--- src/rtl/alu32_arbiter.sv ---
// alu32_arbiter
//   Round-robin sharing of one combinational 32-bit ALU between two
//   requesters. Each requester hands over one operation via valid/ready.
//   The block drives the ALU for EXEC_CYCLES cycles, captures the result,
//   and returns it to the granted requester through a valid/ready response.
//   Optional feature macro: ALU_ARB_STATS_EN adds per-requester completion
//   counters on GrantCnt0 / GrantCnt1.
module alu32_arbiter #(
    parameter int WIDTH       = 32,
    parameter int OPW         = 3,
    parameter int EXEC_CYCLES = 1
) (
    input  logic               Clk,
    input  logic               Rst,
    input  logic [1:0]         ReqValid,
    output logic [1:0]         ReqReady,
    input  logic [2*OPW-1:0]   ReqOp,
    input  logic [2*WIDTH-1:0] ReqA,
    input  logic [2*WIDTH-1:0] ReqB,
    output logic [1:0]         RspValid,
    input  logic [1:0]         RspReady,
    output logic [WIDTH-1:0]   RspData,
    output logic [OPW-1:0]     AluOp,
    output logic [WIDTH-1:0]   AluIn1,
    output logic [WIDTH-1:0]   AluIn2,
    input  logic [WIDTH-1:0]   AluOut,
    output logic               Busy
`ifdef ALU_ARB_STATS_EN
    ,
    output logic [15:0]        GrantCnt0,
    output logic [15:0]        GrantCnt1
`endif
);

    typedef enum logic [1:0] {
        ST_IDLE = 2'd0,
        ST_EXEC = 2'd1,
        ST_RESP = 2'd2
    } state_t;

    state_t             state_r;
    state_t             next_s;

    // Operation registers double as the ALU drive: they hold the operands
    // during EXEC and are zeroed on capture, so the ALU sees 0 elsewhere.
    logic [OPW-1:0]     op_r;
    logic [WIDTH-1:0]   a_r;
    logic [WIDTH-1:0]   b_r;
    logic [WIDTH-1:0]   result_r;
    logic [1:0]         rsp_valid_r;
    logic               busy_r;
    logic [3:0]         cnt_r;
    logic               gnt_r;     // requester owning the in-flight operation
    logic               last_r;    // requester served most recently

    logic               grant_s;
    logic               accept_s;
    logic               capture_s;
    logic               handshake_s;
    logic [1:0]         ready_s;

    // State register; reset drops any in-flight operation.
    always_ff @(posedge Clk or posedge Rst) begin
        if (Rst) begin
            state_r <= ST_IDLE;
        end else begin
            state_r <= next_s;
        end
    end

    // Grant selection, next-state decode and per-cycle control strobes.
    always_comb begin
        next_s      = state_r;
        accept_s    = 1'b0;
        capture_s   = 1'b0;
        handshake_s = 1'b0;
        ready_s     = 2'b00;
        grant_s     = 1'b0;

        case (ReqValid)
            2'b01:   grant_s = 1'b0;
            2'b10:   grant_s = 1'b1;
            2'b11:   grant_s = ~last_r;
            default: grant_s = 1'b0;
        endcase

        case (state_r)
            ST_IDLE: begin
                if (ReqValid != 2'b00) begin
                    accept_s = 1'b1;
                    ready_s  = grant_s ? 2'b10 : 2'b01;
                    next_s   = ST_EXEC;
                end else begin
                    next_s   = ST_IDLE;
                end
            end
            ST_EXEC: begin
                if (cnt_r == 4'd0) begin
                    capture_s = 1'b1;
                    next_s    = ST_RESP;
                end else begin
                    next_s    = ST_EXEC;
                end
            end
            ST_RESP: begin
                if (RspReady[gnt_r]) begin
                    handshake_s = 1'b1;
                    next_s      = ST_IDLE;
                end else begin
                    next_s      = ST_RESP;
                end
            end
            default: begin
                next_s = ST_IDLE;
            end
        endcase
    end

    // Accept strobe is combinational; it is masked while reset is held so
    // every output reads 0 during reset.
    assign ReqReady = ready_s & {2{~Rst}};

    // Operation latch, execute countdown, result capture and response hold.
    always_ff @(posedge Clk or posedge Rst) begin
        if (Rst) begin
            op_r        <= '0;
            a_r         <= '0;
            b_r         <= '0;
            result_r    <= '0;
            rsp_valid_r <= 2'b00;
            busy_r      <= 1'b0;
            cnt_r       <= 4'd0;
            gnt_r       <= 1'b0;
            last_r      <= 1'b1;
        end else begin
            if (accept_s) begin
                op_r   <= grant_s ? ReqOp[OPW +: OPW]   : ReqOp[0 +: OPW];
                a_r    <= grant_s ? ReqA[WIDTH +: WIDTH] : ReqA[0 +: WIDTH];
                b_r    <= grant_s ? ReqB[WIDTH +: WIDTH] : ReqB[0 +: WIDTH];
                cnt_r  <= 4'(EXEC_CYCLES - 1);
                gnt_r  <= grant_s;
                busy_r <= 1'b1;
            end else if (capture_s) begin
                result_r    <= AluOut;
                rsp_valid_r <= gnt_r ? 2'b10 : 2'b01;
                op_r        <= '0;
                a_r         <= '0;
                b_r         <= '0;
            end else if (state_r == ST_EXEC) begin
                cnt_r <= cnt_r - 4'd1;
            end else if (handshake_s) begin
                last_r      <= gnt_r;
                rsp_valid_r <= 2'b00;
                result_r    <= '0;
                busy_r      <= 1'b0;
            end else begin
                cnt_r <= cnt_r;
            end
        end
    end

    assign AluOp    = op_r;
    assign AluIn1   = a_r;
    assign AluIn2   = b_r;
    assign RspValid = rsp_valid_r;
    assign RspData  = result_r;
    assign Busy     = busy_r;

`ifdef ALU_ARB_STATS_EN
    logic [15:0] grant_cnt0_r;
    logic [15:0] grant_cnt1_r;

    // Completed response handshakes per requester, wrapping at 16 bits.
    always_ff @(posedge Clk or posedge Rst) begin
        if (Rst) begin
            grant_cnt0_r <= 16'd0;
            grant_cnt1_r <= 16'd0;
        end else if (handshake_s) begin
            if (gnt_r) begin
                grant_cnt1_r <= grant_cnt1_r + 16'd1;
            end else begin
                grant_cnt0_r <= grant_cnt0_r + 16'd1;
            end
        end else begin
            grant_cnt0_r <= grant_cnt0_r;
            grant_cnt1_r <= grant_cnt1_r;
        end
    end

    assign GrantCnt0 = grant_cnt0_r;
    assign GrantCnt1 = grant_cnt1_r;
`endif

endmodule

--- config.mk ---
export PLATFORM = sky130hd
export DESIGN_NAME = alu32_arbiter
export DESIGN_NICKNAME = d
export VERILOG_FILES = /design/src/rtl/alu32_arbiter.sv
export SDC_FILE = /design/constraint.sdc
export NUM_CORES = 1
export LEC_CHECK = 0
export ABC_CLOCK_PERIOD_IN_PS = 9700
export BUFFER_PORTS_ARGS = -buffer_cell sky130_fd_sc_hd__buf_2
export CORE_AREA = 2 2 107 109
export DETAILED_ROUTE_END_ITERATION = 10
export DIE_AREA = 0 0 109 111
export PLACE_DENSITY = 0.82
export SYNTH_ARGS = -nofsm -noshare
export SYNTH_HDL_FRONTEND = slang
export SYNTH_SLANG_ARGS = --single-unit
--- constraint.sdc ---
create_clock -name Clk -period 9.7 [get_ports Clk]
set_clock_uncertainty 0.2 [all_clocks]
set_input_delay 2.425 -clock Clk [delete_from_list [all_inputs] [get_ports Clk]]
set_output_delay 2.425 -clock Clk [all_outputs]
set_load 0.05 [all_outputs]
# Word level (Yosys, flattened, before mapping)
# Cells that the tools add are included.
# W data, S select, Z words.
# word_totals
out_inout_bits	104
regBits	110
inputBits	172
word_cells	74
# classes
reduce_logical	11
order_cmp	1
add_sub_neg	1
bitwise	6
eq_ne	7
n_mux	38
# op_table
operator	count
$mux W32	8
$mux W2	9
$mux W1	13
$mux W4	3
$reduce_bool A2 Y1	5
$mux W3	3
$eq A2 B2 Y1 const B	3
$ne A2 B2 Y1 const B	3
$pmux W2 S3	1
$reduce_and A3 Y1	2
$not A1 Y1	5
$logic_not A4 Y1	1
$reduce_and A4 Y1	1
$sub A4 B1 Y4 const B	1
$and A2 B2 Y2	1
$eq A2 B1 Y1 const B	1
$logic_not A2 Y1	1
$lt A1 B2 Y1 const B	1
$pmux W1 S2	1
$reduce_and A2 Y1	1

# Depth between registers and ports, before layout
# Gate-level depths: netlist (run 1).
# depth
depth_word	8
mapped_depth	8
ltp_nobuf	5

# Worst setup path before layout (run 1)
# OpenSTA, ideal clock, no wires.
# synth_timing
path_type	in2out
startpoint	input port Rst
endpoint	output port ReqReady[0]
n_path_buf	0
arrival_time_ns	5.465
slack_ns	1.610
path_stages	2
cell_sequence	inv_1 > and3_1
# synth_between
elab_chain_cells	2
# synth_lines
item	line	source
start: declaration	14	input logic Rst,
$not A1 Y1	121	assign ReqReady = ready_s & {2{~Rst}};
$and A2 B2 Y2	121	
end: declaration	16	output logic [1:0] ReqReady,
# Every way passes these cells.

# Worst setup path after layout (run 1)
# layout_timing
startpoint	input port ReqValid[0]
endpoint	output port ReqReady[0]
# layout_between
elab_chain_cells	6
word_cells_on_any_way	8
cone_classes	2 x eq/ne; 4 x mux; 1 x bitwise; 1 x reduce/logical
# layout_lines
item	line	source
start: declaration	15	input logic [1:0] ReqValid,
$eq A2 B2 Y1	80	case (ReqValid)
$pmux W1 S2	80	
$mux W2	91	ready_s = grant_s ? 2'b10 : 2'b01;
$mux W2 *	89	if (ReqValid != 2'b00) begin
$mux W2 *	87	case (state_r)
$and A2 B2 Y2 *	121	
# Every way passes the cells marked *; elsewhere a longest branch is shown, timed or not.

==> results.txt, run 1 <==
Final-layout worst hold slack: 0.297 ns
Worst reg-to-reg path cell count: 4
Area of the die: 12,100 um2
Synthesized cell area: 5210 um2
Global-route wire length before repair: 25,900 um
Max-cap violations: 0
Final Setup Violations: 0
Site row count: 39
Routed vias: 5,362
Netlist cell types: 40
H-tree levels: 3
Reg2Reg Launch Point: state_r[0]
Worst Hold Launch: RspData[22]
Vert. Die Dim: 111 um
Share of flip-flops with an asynchronous set or reset: 100%
Layout overhead on the synthesized area: 32.3%
Worst setup slack for register-to-register paths: 7.09 ns
Seq cells post-synth: 110
Slew Limit Headroom: 31.1%
Main flop type after synthesis: sky130_fd_sc_hd__dfrtp_1
Final-report hold violation count: 0
TritonCTS Sinks: 110
Element type at the critical path start: primary input
Count of hold buffers inserted by post-cts repair: 0
Number of nets in the finished design: 896
Post-route antenna net violation count: 0
Net count after synthesis: 662
Type of the worst min-delay path: flop to flop
Clk Latency, worst-skew pair: 0.33 ns
Share of the synthesized area in compound gates (AO/OA/AOI/OAI): 25.9%
Grt ovf: 0
Result of the run: complete, no violations
Vias in the first global route: 5,168
Placed wire-length estimate: 10,900 um
Yosys Warn Count: 0
Clock slew at the register clock pins of the worst setup and hold paths: 0.07 ns
Core region area: 11,100 um2
Cell Chain, Critical Path: buf_2, nor3b_4, buf_4, and3_1, buf_2
I/O pin total: 276
Cells after synthesis: 488
Sequential fraction of the synthesis area: 52.9%
Root Buffer Master: sky130_fd_sc_hd__clkbuf_16
Share of synthesized cell area in full adder, half adder and majority cells: 0.481%
Fmax: 0.157 GHz
Critical path data arrival time: 3.75 ns
GRT Resource Usage Total: 26.9%
Largest fanout on the critical path: 52
Largest family of logic cells by synthesized area: compound AO/OA/AOI/OAI gates
Number of resized instances in the post-cts repair step: 0
Count of input and output buffers: 275
Final RePlAce weighted congestion: 0.789
Slew @ Worst Pin: 1.03 ns
Proportion of synthesized area in mux cells: 0.408%
Die extent in x: 109 um
Final Slew Violations: 0
Ratio of final minimum period to clock period: 65.7%
Router iterations before antenna repair: 5
Hold Path Stages: 1
Setup total negative slack: 0 ns
Number of buffer and inverter instances along the worst setup path: 3
CP most frequent cell: sky130_fd_sc_hd__buf_2
Total Routed Length: 16,400 um
Critical path type: primary input to output pin
Largest buffer count on any clock path: 2
Post-synthesis share of cell area spent on xor and xnor gates: 0%
Biggest cell delay along the critical path: 0.47 ns
Antenna diode instance count: 0
Number of setup buffers added after CTS: 0
Number of DRC markers in iteration 0: 572
Simple-gate share of the synthesized area: 14.2%
Reported leakage power: 3.37 nW
Maximum number of pins on one net before global-route repair: 72
Total power divided by cell area: 438 nW/um2
TritonCTS clock tree: yes
WP data required: 7.08 ns
Setup repair after global routing missed its margin: no
Reg2reg end: AluOp[0]
Starting density of the core: 47.0%
Post-synthesis area per instance: 10.7 um2
Number of CTS-inserted buffers: 9
CP Capture Type: output pin
Antenna violations before repair: 0
Fraction of layout instances using a drive strength above 1: 43.3%
Top Family by Delay on Critical Path: buffers and inverters
Number of enable flip-flop cells after synthesis: 0
Remaining DRCs: 0
Peak supply drop: 0.000233 V
Via/cell ratio: 6.16
Post-DR wirelength/cell: 18.8 um
Critical-path cell with the highest stage delay: sky130_fd_sc_hd__buf_4
Final core utilization: 62.2%
Endpoint of the worst hold-timing path: RspData[22]
Clock period minus final worst setup slack: 6.37 ns
==> synthesized netlist by cell type, types with 4 or more instances <==
cell type | instances | area share, %
sky130_fd_sc_hd__dfrtp_1 | 109 | 52
sky130_fd_sc_hd__and3_1 | 19 | 2.3
sky130_fd_sc_hd__inv_1 | 5 | 0.36
sky130_fd_sc_hd__clkbuf_1 | 35 | 2.5
sky130_fd_sc_hd__a221o_1 | 18 | 3.5
sky130_fd_sc_hd__nand3_1 | 100 | 9.6
sky130_fd_sc_hd__a21oi_1 | 4 | 0.38
sky130_fd_sc_hd__buf_2 | 19 | 1.8
sky130_fd_sc_hd__buf_4 | 8 | 1.2
sky130_fd_sc_hd__o21ai_0 | 4 | 0.38
sky130_fd_sc_hd__a221oi_1 | 49 | 8.2
sky130_fd_sc_hd__a22o_1 | 34 | 5.7
sky130_fd_sc_hd__a31oi_1 | 49 | 5.9
sky130_fd_sc_hd__nor2_1 | 4 | 0.29
==> routing by layer <==
metal | part of all wire (%) | track usage [%] | vias up
li1 | - | - | 2401
met2 | 49 | 45.1 | 332
met5 | 0 | 0 | -
met1 | 40 | 34.8 | 2590
met3 | 9.3 | 4.94 | 39
met4 | 2.3 | 8.97 | 0
==> final cells by class <==
| class | instances | area (um2) |
|---|---|---|
| Fill cell | 907 | 4190 |
| Sequential cell | 110 | 2750 |
| Multi-Input combinational cell | 310 | 2190 |
| Timing Repair Buffer | 286 | 1460 |
| Clock buffer | 11 | 233 |
| Tap cell | 143 | 179 |
| Clock inverter | 5 | 60.1 |
| Inverter | 5 | 21.3 |
==> power by group <==
group / switching, W / leakage [nW] / internal, W
clock network: 0.000162 / 0.140 / 0.000202
logic: 0.00133 / 1.88 / 0.000501
registers: 0.000138 / 1.36 / 0.000686
total: 0.00163 / 3.37 / 0.00139
==> cells by family after synthesis <==
| kind of cell | count (synthesis) |
|---|---|
| AO/OA/AOI/OAI | 168 |
| adder cells (fa/ha/maj) | 2 |
| buffers and inverters | 68 |
| flip-flops | 110 |
| multiplexers | 2 |
| AND/OR/NAND/NOR | 138 |
==> metrics by stage <==
step / cell area (um2) / total power [W] / worst slack, ns / cells
5_1_grt: 6890 / 0.00319 / 3.26 / 870
3_5_place_dp: 6600 / 0.00266 / 3.34 / 854
4_1_cts: 6890 / 0.00303 / 3.31 / 870
6_report: 6890 / 0.00302 / 3.33 / 870
2_1_floorplan: 5210 / 0.00222 / 1.61 / 488
3_3_place_gp: 6600 / 0.00261 / 3.37 / 854
==> sequential cells by signal, summed over array words and instances, names as in the netlist <==
register / cells
AluIn2: 32
AluIn1: 32
state_r: 2
last_r: 1
gnt_r: 1
cnt_r: 4
RspValid: 2
Busy: 1
AluOp: 3
RspData: 32
==> layout by cell type (no fill, tap or decap), types with 4 or more instances in the layout <==
| master | n |
|---|---|
| sky130_fd_sc_hd__a21oi_1 | 4 |
| sky130_fd_sc_hd__a221o_1 | 18 |
| sky130_fd_sc_hd__a221oi_1 | 49 |
| sky130_fd_sc_hd__a22o_1 | 34 |
| sky130_fd_sc_hd__a31oi_1 | 49 |
| sky130_fd_sc_hd__and3_1 | 19 |
| sky130_fd_sc_hd__buf_2 | 275 |
| sky130_fd_sc_hd__buf_4 | 11 |
| sky130_fd_sc_hd__clkbuf_16 | 9 |
| sky130_fd_sc_hd__dfrtp_1 | 109 |
| sky130_fd_sc_hd__inv_1 | 4 |
| sky130_fd_sc_hd__nand3_1 | 100 |
| sky130_fd_sc_hd__o21ai_0 | 4 |
==> worst reg2reg max path: cells and delay by family, from the launching register on <==
kind	cells	cell delay [ns]
simple gates	1	0.54
compound gates	2	0.71
flops	1	0.56
buf+inv	1	0.47
==> how the worst max path moves through the flow <==
stage | from | to | slack [ns] | cells past startpoint
global placement | ReqValid[0] | ReqReady[0] | 3.37 | 5
global route | ReqValid[0] | ReqReady[0] | 3.26 | 5
floorplan | Rst | ReqReady[0] | 1.61 | 2
finish | ReqValid[0] | ReqReady[0] | 3.33 | 5
detailed placement | ReqValid[0] | ReqReady[0] | 3.34 | 5
CTS | ReqValid[0] | ReqReady[0] | 3.31 | 5
No activity file was read; power rests on OpenSTA's default activity.
==> run 2: changes to the inputs <==
- ABC_CLOCK_PERIOD_IN_PS: 9700 -> 6100
- CORE_AREA: 2 2 107 109 -> 2 2 111 113
- DIE_AREA: 0 0 109 111 -> 0 0 113 115
- PLACE_DENSITY: 0.82 -> 0.77
- clock period: 9.7 -> 6.1 ns (I/O delays scaled with it)
==> results.txt, run 2 (synthesis results as in run 1) <==
Area occupied by registers: 2750 um2 (unchanged)
Total power divided by cell area: 699 nW/um2 (was 438 nW/um2)
Post-route antenna net violation count: 0 (unchanged)
Worst Hold Launch: RspData[20] (was RspData[22])
Result of the run: complete, but fails checks (was complete, no violations)
Router iterations before antenna repair: 8 (was 5)
Antenna violations before repair: 0 (unchanged)
Vias in the first global route: 5,151 (was 5,168)
Total Routed Length: 16,600 um (was 16,400 um)
Site row count: 40 (was 39)
Largest fanout on the critical path: 31 (was 52)
H-tree levels: 3 (unchanged)
Commonest cells after routing, fill and taps aside: 275 x sky130_fd_sc_hd__buf_2, 109 x sky130_fd_sc_hd__dfrtp_1, 100 x sky130_fd_sc_hd__nand3_1 (unchanged)
Final Slew Violations: 0 (unchanged)
Core region area: 11,800 um2 (was 11,100 um2)
Clock slew at the register clock pins of the worst setup and hold paths: 0.07 ns (about the same)
Count of hold buffers inserted by post-cts repair: 0 (unchanged)
Endpoint of the worst hold-timing path: RspData[20] (was RspData[22])
Setup repair after global routing missed its margin: no (unchanged)
Fin worst setup slack: 1.77 ns (was 3.33 ns)
WP data required: 4.38 ns (was 7.08 ns)
Ratio of final minimum period to clock period: 70.9%
Post-DR wirelength/cell: 19.0 um (was 18.8 um)
Reg2reg end: AluIn2[14] (was AluOp[0])
Number of nets in the finished design: 895 (was 896)
TritonCTS Sinks: 110 (unchanged)
Antenna diode instance count: 0 (unchanged)
GRT Resource Usage Total: 24.7% (was 26.9%)
Clk Latency, worst-skew pair: 0.34 ns (was 0.33 ns)
Routed vias: 5,333 (was 5,362)
Final RePlAce weighted congestion: 0.823 (was 0.789)
Final-report hold violation count: 0 (unchanged)
CP Capture Type: output pin (unchanged)
Number of setup buffers added after CTS: 0 (unchanged)
Slew @ Worst Pin: 1.19 ns (was 1.03 ns)
Hold Path Stages: 1 (unchanged)
Type of the worst min-delay path: flop to flop (unchanged)
Placed wire-length estimate: 11,300 um (was 10,900 um)
Failing checks: design-rule violations
Worst reg-to-reg path cell count: 6 (was 4)
Vert. Die Dim: 115 um (was 111 um)
Largest buffer count on any clock path: 2 (unchanged)
I/O pin total: 276 (unchanged)
TritonCTS clock tree: yes (unchanged)
Final Total Pwr: 0.00482 W (was 0.00302 W)
Remaining DRCs: 20 (was 0)
Critical path type: primary input to output pin (unchanged)
Most common cell after layout, fill and taps aside: sky130_fd_sc_hd__buf_2 (unchanged)
Peak supply drop: 0.000459 V (was 0.000233 V)
Slew Limit Headroom: 20.8% (was 31.1%)
Pre-CTS WS: 1.80 ns (was 3.34 ns)
Final Setup Violations: 0 (unchanged)
Number of resized instances in the post-cts repair step: 0 (unchanged)
Worst setup slack for register-to-register paths: 3.29 ns (was 7.09 ns)
Fill cell instance count of the final layout: 1,048 (was 907)
Fmax: 0.231 GHz
Fraction of layout instances using a drive strength above 1: 43.5% (was 43.3%)
Maximum number of pins on one net before global-route repair: 68 (was 72)
Setup total negative slack: 0 ns (unchanged)
Layout overhead on the synthesized area: 32.5% (was 32.3%)
Clock period minus final worst setup slack: 4.33 ns
Max-cap violations: 0 (unchanged)
Starting density of the core: 44.1% (was 47.0%)
Critical path data arrival time: 2.60 ns (was 3.75 ns)
Global-route wire length before repair: 26,000 um (was 25,900 um)
Reported leakage power: 3.37 nW (about the same)
Grt ovf: 0 (unchanged)
Element type at the critical path start: primary input (unchanged)
Reg2Reg Launch Point: cnt_r[0] (was state_r[0])
Root Buffer Master: sky130_fd_sc_hd__clkbuf_16 (unchanged)
Via/cell ratio: 6.11 (was 6.16)
Number of CTS-inserted buffers: 9 (unchanged)
Die extent in x: 113 um (was 109 um)
Area of the die: 13,000 um2 (was 12,100 um2)
Multi-input combinational cell area: 2190 um2 (unchanged)
Count of input and output buffers: 275 (unchanged)
Number of DRC markers in iteration 0: 526 (was 572)
==> run 2: cell types whose count changed in the layout (fill, tap and decap cells not counted) <==
cell / before / now
sky130_fd_sc_hd__clkbuf_1: 2 / 0
sky130_fd_sc_hd__clkinv_4: 1 / 0
sky130_fd_sc_hd__buf_4: 11 / 10
sky130_fd_sc_hd__inv_6: 1 / 4
sky130_fd_sc_hd__clkinvlp_4: 1 / 2
sky130_fd_sc_hd__inv_4: 1 / 0
==> run 2: critical path, stage by stage <==
cell and delay, ns:
sky130_fd_sc_hd__buf_2 0.49, sky130_fd_sc_hd__nand2_1 0.16, sky130_fd_sc_hd__nor2_1 0.12, sky130_fd_sc_hd__buf_2 0.27
==> run 2: worst max path at each step <==
stage	slack [ns]	start	end
after floorplan	0.65	Rst	ReqReady[0]
after global placement	1.84	ReqValid[1]	ReqReady[1]
after detailed placement	1.80	ReqValid[1]	ReqReady[1]
after CTS	1.81	ReqValid[1]	ReqReady[1]
after global routing	1.66	ReqValid[1]	ReqReady[1]
final	1.77	ReqValid[1]	ReqReady[1]
==> run 2: power breakdown <==
part / switching (W) / leakage (nW) / total (W) / internal, W
Clock: 0.000276 / 0.147 / 0.000600 / 0.000324
Combinational: 0.00212 / 1.87 / 0.00290 / 0.000788
Sequential: 0.000226 / 1.36 / 0.00132 / 0.00109
==> run 2: through the flow <==
| step | std cells | area (um2) | hold WS (ns) | util (%) |
|---|---|---|---|---|
| 2_1_floorplan | 488 | 5210 | 0.269 | - |
| 3_3_place_gp | 857 | 6600 | 0.266 | 55.9 |
| 3_5_place_dp | 857 | 6600 | 0.277 | 55.9 |
| 4_1_cts | 873 | 6900 | 0.299 | 58.4 |
| 5_1_grt | 873 | 6900 | 0.317 | 58.4 |
| 6_report | 873 | 6900 | 0.298 | 58.4 |
==> run 2: area by class of cell <==
| class | instances | area share [%] |
|---|---|---|
| flip-flops and latches | 110 | 39.9 |
| multi-input cells | 310 | 31.7 |
| repair buffers | 285 | 21.0 |
| clock buffers | 9 | 3.26 |
| well taps | 147 | 2.67 |
| clock inverters | 7 | 1.12 |
| inverters | 5 | 0.326 |
==> run 2: per-layer routing <==
metal,vias up,part of all wire [%],GRT usage (%)
li1,2402,-,-
met1,2596,40,32.2
met2,313,50,41.8
met3,22,8.6,5.32
met4,0,1.6,7.40
met5,-,0,0
